## src/rtl/uart_rx_core_if.sv

```systemverilog
// Byte delivery channel between the UART receiver and its consumer.
//
// Handshake: the producer raises rx_valid when rx_data holds a byte and keeps
// rx_data stable until the transfer. A transfer happens on every rising clk
// edge where rx_valid & rx_ready are both 1. rx_ready may be asserted at any
// time. It is ignored while rx_valid is 0.
interface uart_rx_core_if;
  logic [7:0] rx_data;
  logic       rx_valid;
  logic       rx_ready;

  // Receiver side: owns the holding register
  modport master (
    output rx_data,
    output rx_valid,
    input  rx_ready
  );

  // Consumer side
  modport slave (
    input  rx_data,
    input  rx_valid,
    output rx_ready
  );
endinterface

```

## src/rtl/uart_rx_core.sv

```systemverilog
// 8N1 UART receiver, LSB first, fixed baud.
// rx is synchronised and then sampled at mid-bit by a half-bit start check
// followed by full-bit strides. Completed bytes go into a one-entry
// valid/ready holding register. Framing and overrun errors are reported
// as single-cycle pulses.
module uart_rx_core #(
  parameter int CLKS_PER_BIT = 5208,
  parameter int SYNC_STAGES  = 2
) (
  input  logic                  clk,
  input  logic                  rst_n,
  input  logic                  rx,
  uart_rx_core_if.master        rx_if,
  output logic                  frame_err,
  output logic                  overrun_err,
  output logic                  busy,
  output logic [2:0]            dbg_state
);

  localparam int CW = $clog2(CLKS_PER_BIT);
  localparam logic [CW-1:0] FULL_M1 = CW'(CLKS_PER_BIT - 1);
  localparam logic [CW-1:0] HALF_M1 = CW'(CLKS_PER_BIT / 2 - 1);

  typedef enum logic [2:0] {
    S_IDLE      = 3'd0,
    S_START     = 3'd1,
    S_DATA      = 3'd2,
    S_STOP      = 3'd3,
    S_WAIT_IDLE = 3'd4
  } state_t;

  logic [SYNC_STAGES-1:0] r_sync;
  logic                   w_rxs;

  state_t                 r_state;
  logic [CW-1:0]          r_baud;
  logic [2:0]             r_idx;
  logic [7:0]             r_shift;
  logic                   r_busy;
  logic                   r_frame_err;
  logic                   r_done;
  logic                   w_tick;

  logic [7:0]             r_data;
  logic                   r_valid;
  logic                   r_overrun;

  // Synchroniser chain; loads idle level so reset never looks like a start bit
  always_ff @(posedge clk) begin
    if (!rst_n) begin
      r_sync <= '1;
    end else begin
      r_sync <= {r_sync[SYNC_STAGES-2:0], rx};
    end
  end

  assign w_rxs = r_sync[SYNC_STAGES-1];

  // START waits half a bit to land mid-bit; later states stride a full bit
  assign w_tick = (r_state == S_START) ? (r_baud == HALF_M1) : (r_baud == FULL_M1);

  // Receive FSM with baud counter, bit index, shift register and status pulses
  always_ff @(posedge clk) begin
    if (!rst_n) begin
      r_state     <= S_IDLE;
      r_baud      <= '0;
      r_idx       <= '0;
      r_shift     <= 8'h00;
      r_busy      <= 1'b0;
      r_frame_err <= 1'b0;
      r_done      <= 1'b0;
    end else begin
      r_frame_err <= 1'b0;
      r_done      <= 1'b0;

      if ((r_state == S_IDLE) || w_tick) begin
        r_baud <= '0;
      end else begin
        r_baud <= r_baud + CW'(1);
      end

      case (r_state)
        S_IDLE: begin
          if (!w_rxs) begin
            r_state <= S_START;
            r_busy  <= 1'b1;
          end
        end
        S_START: begin
          if (w_tick) begin
            if (!w_rxs) begin
              r_state <= S_DATA;
              r_idx   <= '0;
            end else begin
              // Line went back high before mid-start: treat as noise
              r_state <= S_IDLE;
              r_busy  <= 1'b0;
            end
          end
        end
        S_DATA: begin
          if (w_tick) begin
            r_shift[r_idx] <= w_rxs;
            if (r_idx == 3'd7) begin
              r_state <= S_STOP;
            end else begin
              r_idx <= r_idx + 3'd1;
            end
          end
        end
        S_STOP: begin
          if (w_tick) begin
            if (w_rxs) begin
              r_done  <= 1'b1;
              r_state <= S_IDLE;
              r_busy  <= 1'b0;
            end else begin
              r_frame_err <= 1'b1;
              r_state     <= S_WAIT_IDLE;
            end
          end
        end
        S_WAIT_IDLE: begin
          // Hold off until the line idles so a break reports only once
          if (w_rxs) begin
            r_state <= S_IDLE;
            r_busy  <= 1'b0;
          end
        end
        default: begin
          r_state <= S_IDLE;
          r_busy  <= 1'b0;
        end
      endcase
    end
  end

  // One-entry holding register; a completion in the same cycle as a consume refills it
  always_ff @(posedge clk) begin
    if (!rst_n) begin
      r_data    <= 8'h00;
      r_valid   <= 1'b0;
      r_overrun <= 1'b0;
    end else begin
      r_overrun <= 1'b0;
      if (r_done) begin
        if (!r_valid || rx_if.rx_ready) begin
          r_data  <= r_shift;
          r_valid <= 1'b1;
        end else begin
          r_overrun <= 1'b1;
        end
      end else if (r_valid && rx_if.rx_ready) begin
        r_valid <= 1'b0;
      end
    end
  end

  assign rx_if.rx_data  = r_data;
  assign rx_if.rx_valid = r_valid;
  assign frame_err      = r_frame_err;
  assign overrun_err    = r_overrun;
  assign busy           = r_busy;
  assign dbg_state      = r_state;

endmodule

```

## src/flat_wrapper.sv

```systemverilog
// flat-port wrapper written by rule: the top's interface ports become plain ports
module uart_rx_core_flat 
#(
  parameter int CLKS_PER_BIT = 5208,
  parameter int SYNC_STAGES  = 2
)
  (clk, rst_n, rx, frame_err, overrun_err, busy, dbg_state, rx_if_rx_data, rx_if_rx_valid, rx_if_rx_ready);
  uart_rx_core_if rx_if_i ();
  input  logic clk;
  input  logic rst_n;
  input  logic rx;
  output logic frame_err;
  output logic overrun_err;
  output logic busy;
  output logic [2:0] dbg_state;
  output wire logic [$bits(rx_if_i.rx_data)-1:0] rx_if_rx_data;
  output wire logic [$bits(rx_if_i.rx_valid)-1:0] rx_if_rx_valid;
  input wire logic [$bits(rx_if_i.rx_ready)-1:0] rx_if_rx_ready;
  assign rx_if_rx_data = rx_if_i.rx_data;
  assign rx_if_rx_valid = rx_if_i.rx_valid;
  assign rx_if_i.rx_ready = rx_if_rx_ready;
  uart_rx_core #(.CLKS_PER_BIT(CLKS_PER_BIT), .SYNC_STAGES(SYNC_STAGES)) u_core (.clk(clk), .rst_n(rst_n), .rx(rx), .rx_if(rx_if_i), .frame_err(frame_err), .overrun_err(overrun_err), .busy(busy), .dbg_state(dbg_state));
endmodule
```

## config.mk

```make
export PLATFORM = sky130hd
export DESIGN_NAME = uart_rx_core_flat
export DESIGN_NICKNAME = d
export VERILOG_FILES = /design/src/rtl/uart_rx_core_if.sv /design/src/rtl/uart_rx_core.sv /design/src/flat_wrapper.sv
export SDC_FILE = /design/constraint.sdc
export NUM_CORES = 1
export LEC_CHECK = 0
export BUFFER_PORTS_ARGS = -buffer_cell sky130_fd_sc_hd__buf_2
export CORE_ASPECT_RATIO = 0.8
export CORE_MARGIN = 5
export CORE_UTILIZATION = 58
export CTS_BUF_LIST = sky130_fd_sc_hd__clkbuf_16
export DETAILED_ROUTE_END_ITERATION = 12
export GPL_ROUTABILITY_DRIVEN = 0
export GPL_TIMING_DRIVEN = 1
export HOLD_SLACK_MARGIN = 0.08
export PLACE_DENSITY = 0.74
export SETUP_SLACK_MARGIN = 0.02
export SYNTH_ARGS = -nofsm -noshare
export SYNTH_HDL_FRONTEND = slang
export SYNTH_SLANG_ARGS = --single-unit
```

## constraint.sdc

```tcl
create_clock -name clk -period 3.4 [get_ports clk]
set_input_delay 0.34 -clock clk [delete_from_list [all_inputs] [get_ports clk]]
set_output_delay 0.34 -clock clk [all_outputs]
set_load 0.05 [all_outputs]
```

==> impl_metrics.json <==
{
  "synth_top_family_by_area": "simple AND/OR/NAND/NOR gates",
  "dp_hpwl_um": 2610,
  "skew_ns": 0.00536,
  "wl_per_cell_um": 14.7,
  "clock_latency_ns": 0.28,
  "min-delay-start": "rx",
  "synthSimpleGateAreaFrac": 0.268,
  "drt_iter0_drc": 90,
  "synthFlopType": "dfxtp_1",
  "cts_root_buf": "clkbuf_16",
  "worstSetupPathType": "flop to flop",
  "die_height_um": 62.7,
  "antenna_found_initial": 0,
  "worstSetupPathDepth": 4,
  "slew_viol_final": 0,
  "cts_resized": 0,
  "slowest_delay_ns": 0.99,
  "cts_htree_levels": 2,
  "whs_path_depth": 2,
  "relSlewSlack": 0.209,
  "die_w_um": 75.8,
  "arrival_ns": 2.38,
  "synth_cell_types": 44,
  "crit_path_end_kind": "flop",
  "p_leak_nw": 0.947,
  "core_sq_mm": 0.00338,
  "ioPinCount": 19,
  "cts_tree": "yes",
  "drive_gt1_frac": 0.157,
  "start_util": 0.596,
  "r2r_start": "u_core.dbg_state[1]",
  "numCtsBuffers": 5,
  "synth.area.top_cells": "dfxtp_1, mux2i_1, nand2_1, nor3_1, nor2b_1",
  "io_buffers": 18,
  "ys_seq_area_frac": 0.418,
  "hold_path_class": "input pin to flop",
  "period_share": 0.654,
  "overflow": 0,
  "worstPathRequired_ns": 3.55,
  "path_max_fanout": 11,
  "routed_via_density": 5.83,
  "ant_nets": 0,
  "finalSetupViolCount": 0,
  "synth_top_area_frac": 0.418,
  "ys_warn_count": 0,
  "crit_path_start_kind": "flop",
  "muxShareOfSynthArea": 0.0996,
  "worst-path-buf-inv": 0,
  "drc_errors": 0,
  "synthXorXnorAreaFrac": 0.0479,
  "syn_inst": 207,
  "r2r_end": "u_core.r_shift[3]",
  "wirelength_um": 3820,
  "clk_pin_slew_worst_paths_ns": 0.05,
  "dieArea_sq_mm": 0.00475,
  "critPathTopFamily": "simple AND/OR/NAND/NOR gates",
  "drt_pre_antenna_iters": 4,
  "crit_chain": "nor3b_1, and4b_1, o211ai_1, mux2i_1",
  "yosys.area_share.adder": 0.0236,
  "rsz0062_at_grt": "false",
  "nFillCells": 273,
  "setup_tns_ns": 0,
  "ir_worst_vdd_mv": 0.342,
  "grt_first_pass_wirelength_um": 6420,
  "synth_edf_count": 0,
  "power_density_mw_per_mm2": 467,
  "grt_usage": 0.172,
  "async_flop_share": 0,
  "max-cap-violations": 0,
  "clk_path_buf_depth": 2,
  "fin_util": 0.659,
  "netlist.top_cell.by_area": "dfxtp_1",
  "syn_area_sq_mm": 0.00201,
  "hold_violations": 0,
  "reg2reg_slack_ns": 1.17,
  "numClockSinks": 42,
  "postLayoutCellArea_sq_mm": 0.00222,
  "synth_nets": 214,
  "worst_path_max_delay_cell": "nor3b_1",
  "vias": 1511,
  "ys_ff_latch": 42,
  "worst_slew_pin_slew_ns": 1.18,
  "fmax_mhz": 449,
  "cts_hold_buf": 0,
  "fin_crit_ns": 2.23,
  "grt_max_degree": 31,
  "holdPathEnd": "u_core.r_sync[0]",
  "r2r_cells": 4,
  "grt_pass1_vias": 1399,
  "setup_ws_ns": 1.17,
  "diodes": 0,
  "nNetsFinal": 224,
  "status": "finished, final reports clean",
  "row_count": 19,
  "syn_area_per_cell_sq_um": 9.71,
  "synth-compound-area-share": 0.0902,
  "post_cts_buffers": 0,
  "placed_cell_area_sq_mm": 0.00207,
  "post-place-ws_ns": 1.19,
  "area_growth_pct": 10.6
}
==> logic make-up (layout without fill, tap and decap cells) <==
group | count (synthesis) | in the layout
adder cells (fa/ha/maj) | 4 | 4
multiplexers | 20 | 20
XOR/XNOR | 11 | 11
buffers and inverters | 19 | 29
AND/OR/NAND/NOR | 92 | 92
AO/OA/AOI/OAI | 19 | 19
flip-flops | 42 | 42
==> power by group <==
group	internal, mW	total, mW	leakage (nW)	switching (mW)
registers	0.495	0.498	0.339	0.00316
logic	0.00945	0.0279	0.530	0.0185
clock network	0.339	0.513	0.0773	0.174
==> through the flow <==
step	total power, mW	hold slack [ns]	std cells
CTS	1.04	0.243	259
floorplan	0.529	0.386	207
global placement	0.535	0.400	252
finish	1.04	0.244	259
detailed placement	0.537	0.393	252
global route	1.07	0.261	259
==> synth_stat cells (2+ instances only) <==
| library cell | number |
|---|---|
| buf_6 | 3 |
| buf_4 | 2 |
| clkbuf_1 | 7 |
| or2_2 | 2 |
| nand4_1 | 4 |
| o21a_1 | 2 |
| and4_1 | 3 |
| inv_1 | 3 |
| and4b_1 | 2 |
| mux2i_1 | 20 |
| nor2b_1 | 11 |
| nand3_1 | 6 |
| nor3b_1 | 7 |
| o2111ai_1 | 7 |
| nor3_1 | 15 |
| nand2b_1 | 4 |
| xor2_1 | 6 |
| xnor2_1 | 5 |
| buf_2 | 3 |
| ha_1 | 3 |
| and3_1 | 2 |
| nor2_1 | 6 |
| nand2_1 | 22 |
| dfxtp_1 | 42 |
==> layout make-up <==
type                    count  area [sq um]  area share
flip-flops and latches     42           841       0.378
clock buffers               5           125      0.0562
clock inverters             2          33.8      0.0152
well taps                  42          52.6      0.0236
inverters                   3          11.3     0.00506
repair buffers             19          97.6      0.0439
multi-input cells         146          1060       0.478
==> sequential cells by signal, indices dropped and copies added (netlist names) <==
signal / flops
u_core.frame_err: 1
u_core.r_done: 1
u_core.busy: 1
u_core.dbg_state: 3
u_core.rx_if.rx_data: 8
u_core.overrun_err: 1
u_core.r_baud: 13
u_core.rx_if.rx_valid: 1
u_core.r_sync: 2
u_core.r_shift: 8
u_core.r_idx: 3
==> per-layer routing <==
layer,vias up,track usage,wire [um]
li1,754,-,-
met1,716,0.234,1910
met2,36,0.253,1660
met3,5,0.0643,214
met4,0,0.0480,35
met5,-,0,0
==> how the worst max path moves through the flow <==
stage / start / endpoint / slack (ns)
2_1_floorplan: u_core.dbg_state[0] / u_core.r_idx[0] / 1.55
3_3_place_gp: u_core.dbg_state[1] / u_core.r_shift[3] / 1.31
3_5_place_dp: u_core.dbg_state[1] / u_core.r_shift[3] / 1.19
4_1_cts: u_core.dbg_state[1] / u_core.r_shift[3] / 1.19
5_1_grt: u_core.dbg_state[1] / u_core.r_shift[3] / 0.97
6_report: u_core.dbg_state[1] / u_core.r_shift[3] / 1.17
==> placed cells by master, fill, tap and decap left out, types with 2 or more instances in the layout <==
master / instances
and3_1: 2
and4_1: 3
and4b_1: 2
buf_2: 18
clkbuf_16: 5
dfxtp_1: 42
ha_1: 3
inv_1: 3
mux2i_1: 20
nand2_1: 22
nand2b_1: 4
nand3_1: 6
nand4_1: 4
nor2_1: 6
nor2b_1: 11
nor3_1: 15
nor3b_1: 7
o2111ai_1: 7
o21a_1: 2
or2_2: 2
xnor2_1: 5
xor2_1: 6
(Power assumes the default switching activity.)
